--- config.mk ---
export PLATFORM = sky130hd
export DESIGN_NAME = sys_issue
export DESIGN_NICKNAME = d
export VERILOG_FILES = /design/src/rtl/sys_issue.sv
export SDC_FILE = /design/constraint.sdc
export NUM_CORES = 1
export LEC_CHECK = 0
export BUFFER_PORTS_ARGS = -buffer_cell sky130_fd_sc_hd__buf_2
export CAP_MARGIN = 20
export CORE_AREA = 3 3 244 246
export CTS_CLUSTER_SIZE = 12
export DETAILED_ROUTE_END_ITERATION = 6
export DIE_AREA = 0 0 247 249
export PLACE_DENSITY_LB_ADDON = 0.08
export REMOVE_ABC_BUFFERS = 1
export SKIP_CTS_REPAIR_TIMING = 1
export SYNTH_ARGS = -nofsm -noshare
export SYNTH_HDL_FRONTEND = slang
export SYNTH_SLANG_ARGS = --single-unit
--- constraint.sdc ---
create_clock -name clk -period 4.98 [get_ports clk]
set_input_delay 0.996 -clock clk [delete_from_list [all_inputs] [get_ports clk]]
set_output_delay 0.996 -clock clk [all_outputs]
set_load 0.02 [all_outputs]
--- src/rtl/sys_issue.sv ---
// Issue stage for SYSTEM ops (ECALL/MRET/CSRRx): drives the exception unit for one cycle and
// returns either a CSR writeback or a fetch redirect. Optional trap timeout: SYS_ISSUE_TIMEOUT_EN.
`ifndef SYSOP_ECALL
`define SYSOP_ECALL 5'd1
`endif
`ifndef SYSOP_RET
`define SYSOP_RET 5'd2
`endif
`ifndef SYSOP_CSR_W
`define SYSOP_CSR_W 5'd3
`endif
`ifndef SYSOP_CSR_S
`define SYSOP_CSR_S 5'd4
`endif
`ifndef SYSOP_CSR_C
`define SYSOP_CSR_C 5'd5
`endif

module sys_issue #(
    parameter int TRAP_TIMEOUT = 8
) (
    input  logic        clk,
    input  logic        rst,
    input  logic        in_valid,
    output logic        in_ready,
    input  logic [2:0]  in_op,
    input  logic [63:0] in_pc,
    input  logic [63:0] in_rs1_data,
    input  logic [4:0]  in_uimm,
    input  logic [11:0] in_csr_addr,
    input  logic [4:0]  in_rd,
    output logic [63:0] pc,
    output logic [63:0] data1,
    output logic [4:0]  cause,
    output logic [63:0] tval,
    input  logic [63:0] csr_data,
    input  logic        trap_en,
    input  logic [63:0] trap_pc,
    output logic        wb_valid,
    output logic [4:0]  wb_rd,
    output logic [63:0] wb_data,
    output logic        redirect_valid,
    output logic [63:0] redirect_pc,
    output logic        err,
    output logic [1:0]  state_dbg
);

    // Handshake: an op transfers on a clk edge where in_valid && in_ready; in_ready is high only in IDLE.
    typedef enum logic [1:0] {IDLE, ISSUE, WAIT_TRAP, WB} state_t;

    state_t      state_q, state_d;
    logic [2:0]  op_q;
    logic [4:0]  rd_q;
    logic [63:0] pc_q, data1_q, tval_q, wb_data_q, redirect_pc_q;
    logic [4:0]  wb_rd_q;
    logic [4:0]  issue_cause;
    logic        is_csr_q, in_is_csr, in_is_imm;
    logic        timeout_hit;

    assign is_csr_q  = op_q[2] | op_q[1];
    assign in_is_csr = in_op[2] | in_op[1];
    assign in_is_imm = in_op[2] & (in_op[1] | in_op[0]);

    always_comb begin
        case (op_q)
            3'd0:       issue_cause = `SYSOP_ECALL;
            3'd1:       issue_cause = `SYSOP_RET;
            3'd2, 3'd5: issue_cause = `SYSOP_CSR_W;
            3'd3, 3'd6: issue_cause = `SYSOP_CSR_S;
            default:    issue_cause = `SYSOP_CSR_C;
        endcase
    end

`ifdef SYS_ISSUE_TIMEOUT_EN
    localparam int CNT_W = $clog2(TRAP_TIMEOUT + 1);
    logic [CNT_W-1:0] tmo_cnt_q;
    logic             tmo_last;
    logic             err_q;

    assign tmo_last = (tmo_cnt_q == CNT_W'(TRAP_TIMEOUT - 1));

    always_ff @(posedge clk) begin
        if (rst) begin
            tmo_cnt_q <= '0;
            err_q     <= 1'b0;
        end else begin
            tmo_cnt_q <= (state_q == WAIT_TRAP) ? tmo_cnt_q + 1'b1 : '0;
            if (timeout_hit) err_q <= 1'b1;
        end
    end
    assign err = err_q;
`else
    logic unused_timeout;
    assign unused_timeout = (TRAP_TIMEOUT != 0);
    assign err = 1'b0;
`endif

    always_ff @(posedge clk) begin
        if (rst) state_q <= IDLE;
        else     state_q <= state_d;
    end

    // Strobes are gated by rst so nothing leaks out during the reset cycle.
    always_comb begin
        state_d        = state_q;
        in_ready       = 1'b0;
        cause          = 5'd0;
        wb_valid       = 1'b0;
        redirect_valid = 1'b0;
        timeout_hit    = 1'b0;
        if (!rst) begin
            case (state_q)
                IDLE: begin
                    in_ready = 1'b1;
                    if (in_valid) state_d = ISSUE;
                end
                ISSUE: begin
                    cause   = issue_cause;
                    state_d = is_csr_q ? WB : WAIT_TRAP;
                end
                WAIT_TRAP: begin
                    if (trap_en) begin
                        redirect_valid = 1'b1;
                        state_d        = IDLE;
                    end
`ifdef SYS_ISSUE_TIMEOUT_EN
                    else if (tmo_last) begin
                        timeout_hit = 1'b1;
                        state_d     = IDLE;
                    end
`endif
                end
                WB: begin
                    wb_valid = (rd_q != 5'd0);
                    state_d  = IDLE;
                end
                default: state_d = IDLE;
            endcase
        end
    end

    always_ff @(posedge clk) begin
        if (rst) begin
            op_q          <= 3'd0;
            rd_q          <= 5'd0;
            pc_q          <= '0;
            data1_q       <= '0;
            tval_q        <= '0;
            wb_rd_q       <= 5'd0;
            wb_data_q     <= '0;
            redirect_pc_q <= '0;
        end else begin
            if (state_q == IDLE && in_valid) begin
                op_q    <= in_op;
                rd_q    <= in_rd;
                pc_q    <= in_pc;
                tval_q  <= in_is_csr ? {52'b0, in_csr_addr} : 64'd0;
                data1_q <= !in_is_csr ? 64'd0 :
                           in_is_imm  ? {59'b0, in_uimm} : in_rs1_data;
            end
            // csr_data is only valid while cause is asserted, so capture it at the end of ISSUE.
            if (state_q == ISSUE && is_csr_q) begin
                wb_data_q <= csr_data;
                wb_rd_q   <= rd_q;
            end
            if (redirect_valid) redirect_pc_q <= trap_pc;
        end
    end

    assign pc          = pc_q;
    assign data1       = data1_q;
    assign tval        = tval_q;
    assign wb_rd       = wb_rd_q;
    assign wb_data     = wb_data_q;
    assign redirect_pc = redirect_valid ? trap_pc : redirect_pc_q;
    assign state_dbg   = state_q;

endmodule

==> reports/metrics.csv <==
stage;metric;value;unit
outcome;run_status;finished clean;
pwr;p_total;5.847;mW
pwr;internal_power;4.204;mW
yosys;muxShareOfSynthArea;0.08526;
routing;vias_per_cell;4.169;
place;hpwl;33.03;mm
cts;ctsRootBufferMaster;clkbuf_16;
yosys;ys_async_sr_fraction;0;
yosys;synth.avg_cell_area;8.980;um^2
cts;cts_buffers;37;
critical_path;critPathBufInv;3;
critical_path;cp_cell_sequence;clkbuf_8 -> and4bb_4 -> buf_12 -> mux2_1 -> buf_2;
grt;track_usage;0.1427;
critical_path;cp-start-kind;input pin;
grt;grt_pass1_vias;10740;
sta;slew_headroom;0.2839;
sta;max_freq;261.8;MHz
critical_path;crit_fanout;55;
yosys;synth_compound_area_frac;0.1701;
sta;skew;20.04;ps
layout;layout-drive-gt1-share;0.3875;
sta;maxSlewViolCount;0;
pwr;p_leak;7.226;nW
yosys;synth_top_family_by_area;compound AO/OA/AOI/OAI gates;
cts;clock-sinks;283;
yosys;synth.cell_area;11310;um^2
floorplan;fp-row-count;88;
yosys;synth_cells;1260;
layout;syn_to_final_growth;39.25;%
min_path;hold_class;reg2reg;
critical_path;crit_slowest_cell;and4bb_4;
sta;fin_crit_sh;0.7669;
place;gp_congestion;0.7560;
yosys;ys_ff_latch;283;
place;numPortBuffers;565;
routing;vias;10660;
critical_path;criticalPathCategory;in2out;
yosys;synthSimpleGateAreaFrac;0.1606;
sta;worst_pin_slew;1072;ps
critical_path;critPathCaptureType;output pin;
floorplan;fp.dieW;247;um
pwr;power_density;371.1;nW/um^2
yosys;yosys.cell_types.count;31;
grt;overflow;0;
routing;firstDrtPassIters;4;
yosys;yosysTopAreaCell;dfxtp_1;
layout;final_cell_area;15760;um^2
critical_path;path_delay_family;buffers and inverters;
layout;fillCellCount;6355;
pwr;p_sw_frac;0.2811;
critical_path;required;3980;ps
yosys;yosys_warnings;0;
sta;setup_viol;0;
layout;layout.nets;2052;
sta;tns;0;ps
floorplan;die_area;61500;um^2
floorplan;die_h;249;um
sta;holdWs;446.3;ps
grt;grt_antenna_before_repair;10;
sta;period_minus_slack;3819;ps
pwr;pwr-share-clk;0.442;
critical_path;r2r_setup_slack;2600;ps
pwr;netSwitchingPower;1.644;mW
cts;cts_htree_levels;2;
cts;clkTransAtPathRegs;60;ps
routing;routedWlPerCell;18.16;um
cts;clk_latency;530;ps
place;place_area;14590;um^2
pwr;worst_ir_drop_vdd;0.0001836;V
cts;clk_path_buf_depth;3;
sta;hold_violations;0;
critical_path;max_stage_delay;580;ps
layout;final_core_util;0.2736;
grt;grt_first_pass_wirelength;68.10;mm
yosys;synthXorXnorAreaFrac;0;
critical_path;cp_data_arrival_time;2820;ps
flow_run;cap_violations;0;
yosys;synth_edf_count;0;
yosys;yosys-top-cells-area;dfxtp_1 50%, a21oi_1 9.5%, nand2_1 7.2%, mux2_4 6.5%, o211ai_1 3.9%;
yosys;yosysTopAreaCellShare;0.5007;
routing;drc_errors;0;
cts;cts_tree;yes;
floorplan;ios;621;
pwr;seq_power_share;0.413;
grt;grt_max_degree;103;
floorplan;coreArea;57590;um^2
yosys;yosysSeqAreaShare;0.5007;
routing;wirelength;46.45;mm
sta;rsz0062_at_grt;false;
yosys;synthFlopType;dfxtp_1;
pwr;combPwrFrac;0.145;
yosys;synthAdderAreaFrac;0;
routing;drtIter0Drc;426;
routing;ant_nets;0;
floorplan;initial_core_util;0.1965;
==> cell usage after synthesis (all sizes together), types with 3 or more instances <==
library cell and n:
nand2 216, and2b 40, o211ai 59, o2bb2ai 5, a21oi 214, o21ai 70, dfxtp 283, mux2i 6
buf 93, clkbuf 78, nand2b 3, nor2 5, nor3 5, mux2 64, nor2b 26, nand3 82
==> registers in the layout (all words and copies together) (netlist names) <==
name           cells
pc                64
tval              12
data1             64
rd_q               5
wb_rd              5
op_q               3
redirect_pc_q     64
state_dbg          2
wb_data           64
==> worst reg2reg max path: stages (launching register included) <==
cell     delay, ps
dfxtp_1        590
nor2b_4        950
buf_4          470
nand3_1        160
a21oi_1        140
==> final timing paths <==
kind	start	endpoint	depth (start not counted)
worst max-delay path	rst	redirect_pc[63]	5
worst min-delay path	tval[10]	tval[10]	2
worst max register to register	state_dbg[0]	wb_data[8]	4
worst min register to register	tval[10]	tval[10]	2
==> cells in the final DEF (no fill, tap or decap), types with 4 or more instances in the layout <==
cell       instances
buf_2            564
dfxtp_1          283
nand2_1          216
a21oi_1          214
nand3_1           82
o21ai_1           67
o211ai_1          59
conb_1            55
mux2_4            49
and2b_1           40
clkbuf_16         39
nor2b_1           24
buf_4             18
mux2_1            15
clkbuf_1          10
clkbuf_8           8
diode_2            7
mux2i_1            6
nor3_1             5
o2bb2ai_1          5
nor2_1             4
==> cell families (layout without fill, tap and decap cells) <==
logic type | after synthesis | after routing
AO/OA/AOI/OAI | 350 | 350
multiplexers | 70 | 70
buffers and inverters | 171 | 643
AND/OR/NAND/NOR | 385 | 385
other | 1 | 62
flip-flops | 283 | 283
==> metrics by stage <==
stage               cells  setup slack [ps]
floorplan            1143             -4663
global placement     2493              1177
detailed placement   2493              1165
CTS                  2551              1162
global route         2553              1072
finish               2558              1161
==> routing by layer <==
| layer | vias up | part of all wire | GRT usage | wire, um |
|---|---|---|---|---|
| met5 | - | 0.0015 | 0 | 69 |
| met4 | 10 | 0.025 | 0.04411 | 1141 |
| met3 | 70 | 0.093 | 0.05307 | 4332 |
| met2 | 380 | 0.47 | 0.2394 | 22050 |
| met1 | 4995 | 0.41 | 0.1684 | 18860 |
| li1 | 5209 | - | - | - |
==> power groups by stage <==
stage | clock [mW] | combinational (mW) | sequential [mW]
6_report | 2.59 | 0.848 | 2.41
5_1_grt | 2.79 | 0.929 | 2.42
4_1_cts | 2.72 | 0.866 | 2.41
3_3_place_gp | 0 | 0.868 | 2.46
3_5_place_dp | 0 | 0.865 | 2.46
2_1_floorplan | 0 | 0.356 | 2.56
==> cell type report <==
cell class | instances | area (um^2) | share of cell area
sequential | 283 | 5665 | 0.3596
multi-input combinational | 860 | 4955 | 0.3145
timing repair buffer | 585 | 3012 | 0.1912
clock buffer | 56 | 1110 | 0.07044
tap | 765 | 957.2 | 0.06075
clock inverter | 2 | 38.79 | 0.002462
antenna | 7 | 17.52 | 0.001112
Note: power is estimated with default switching activity, not from simulation.
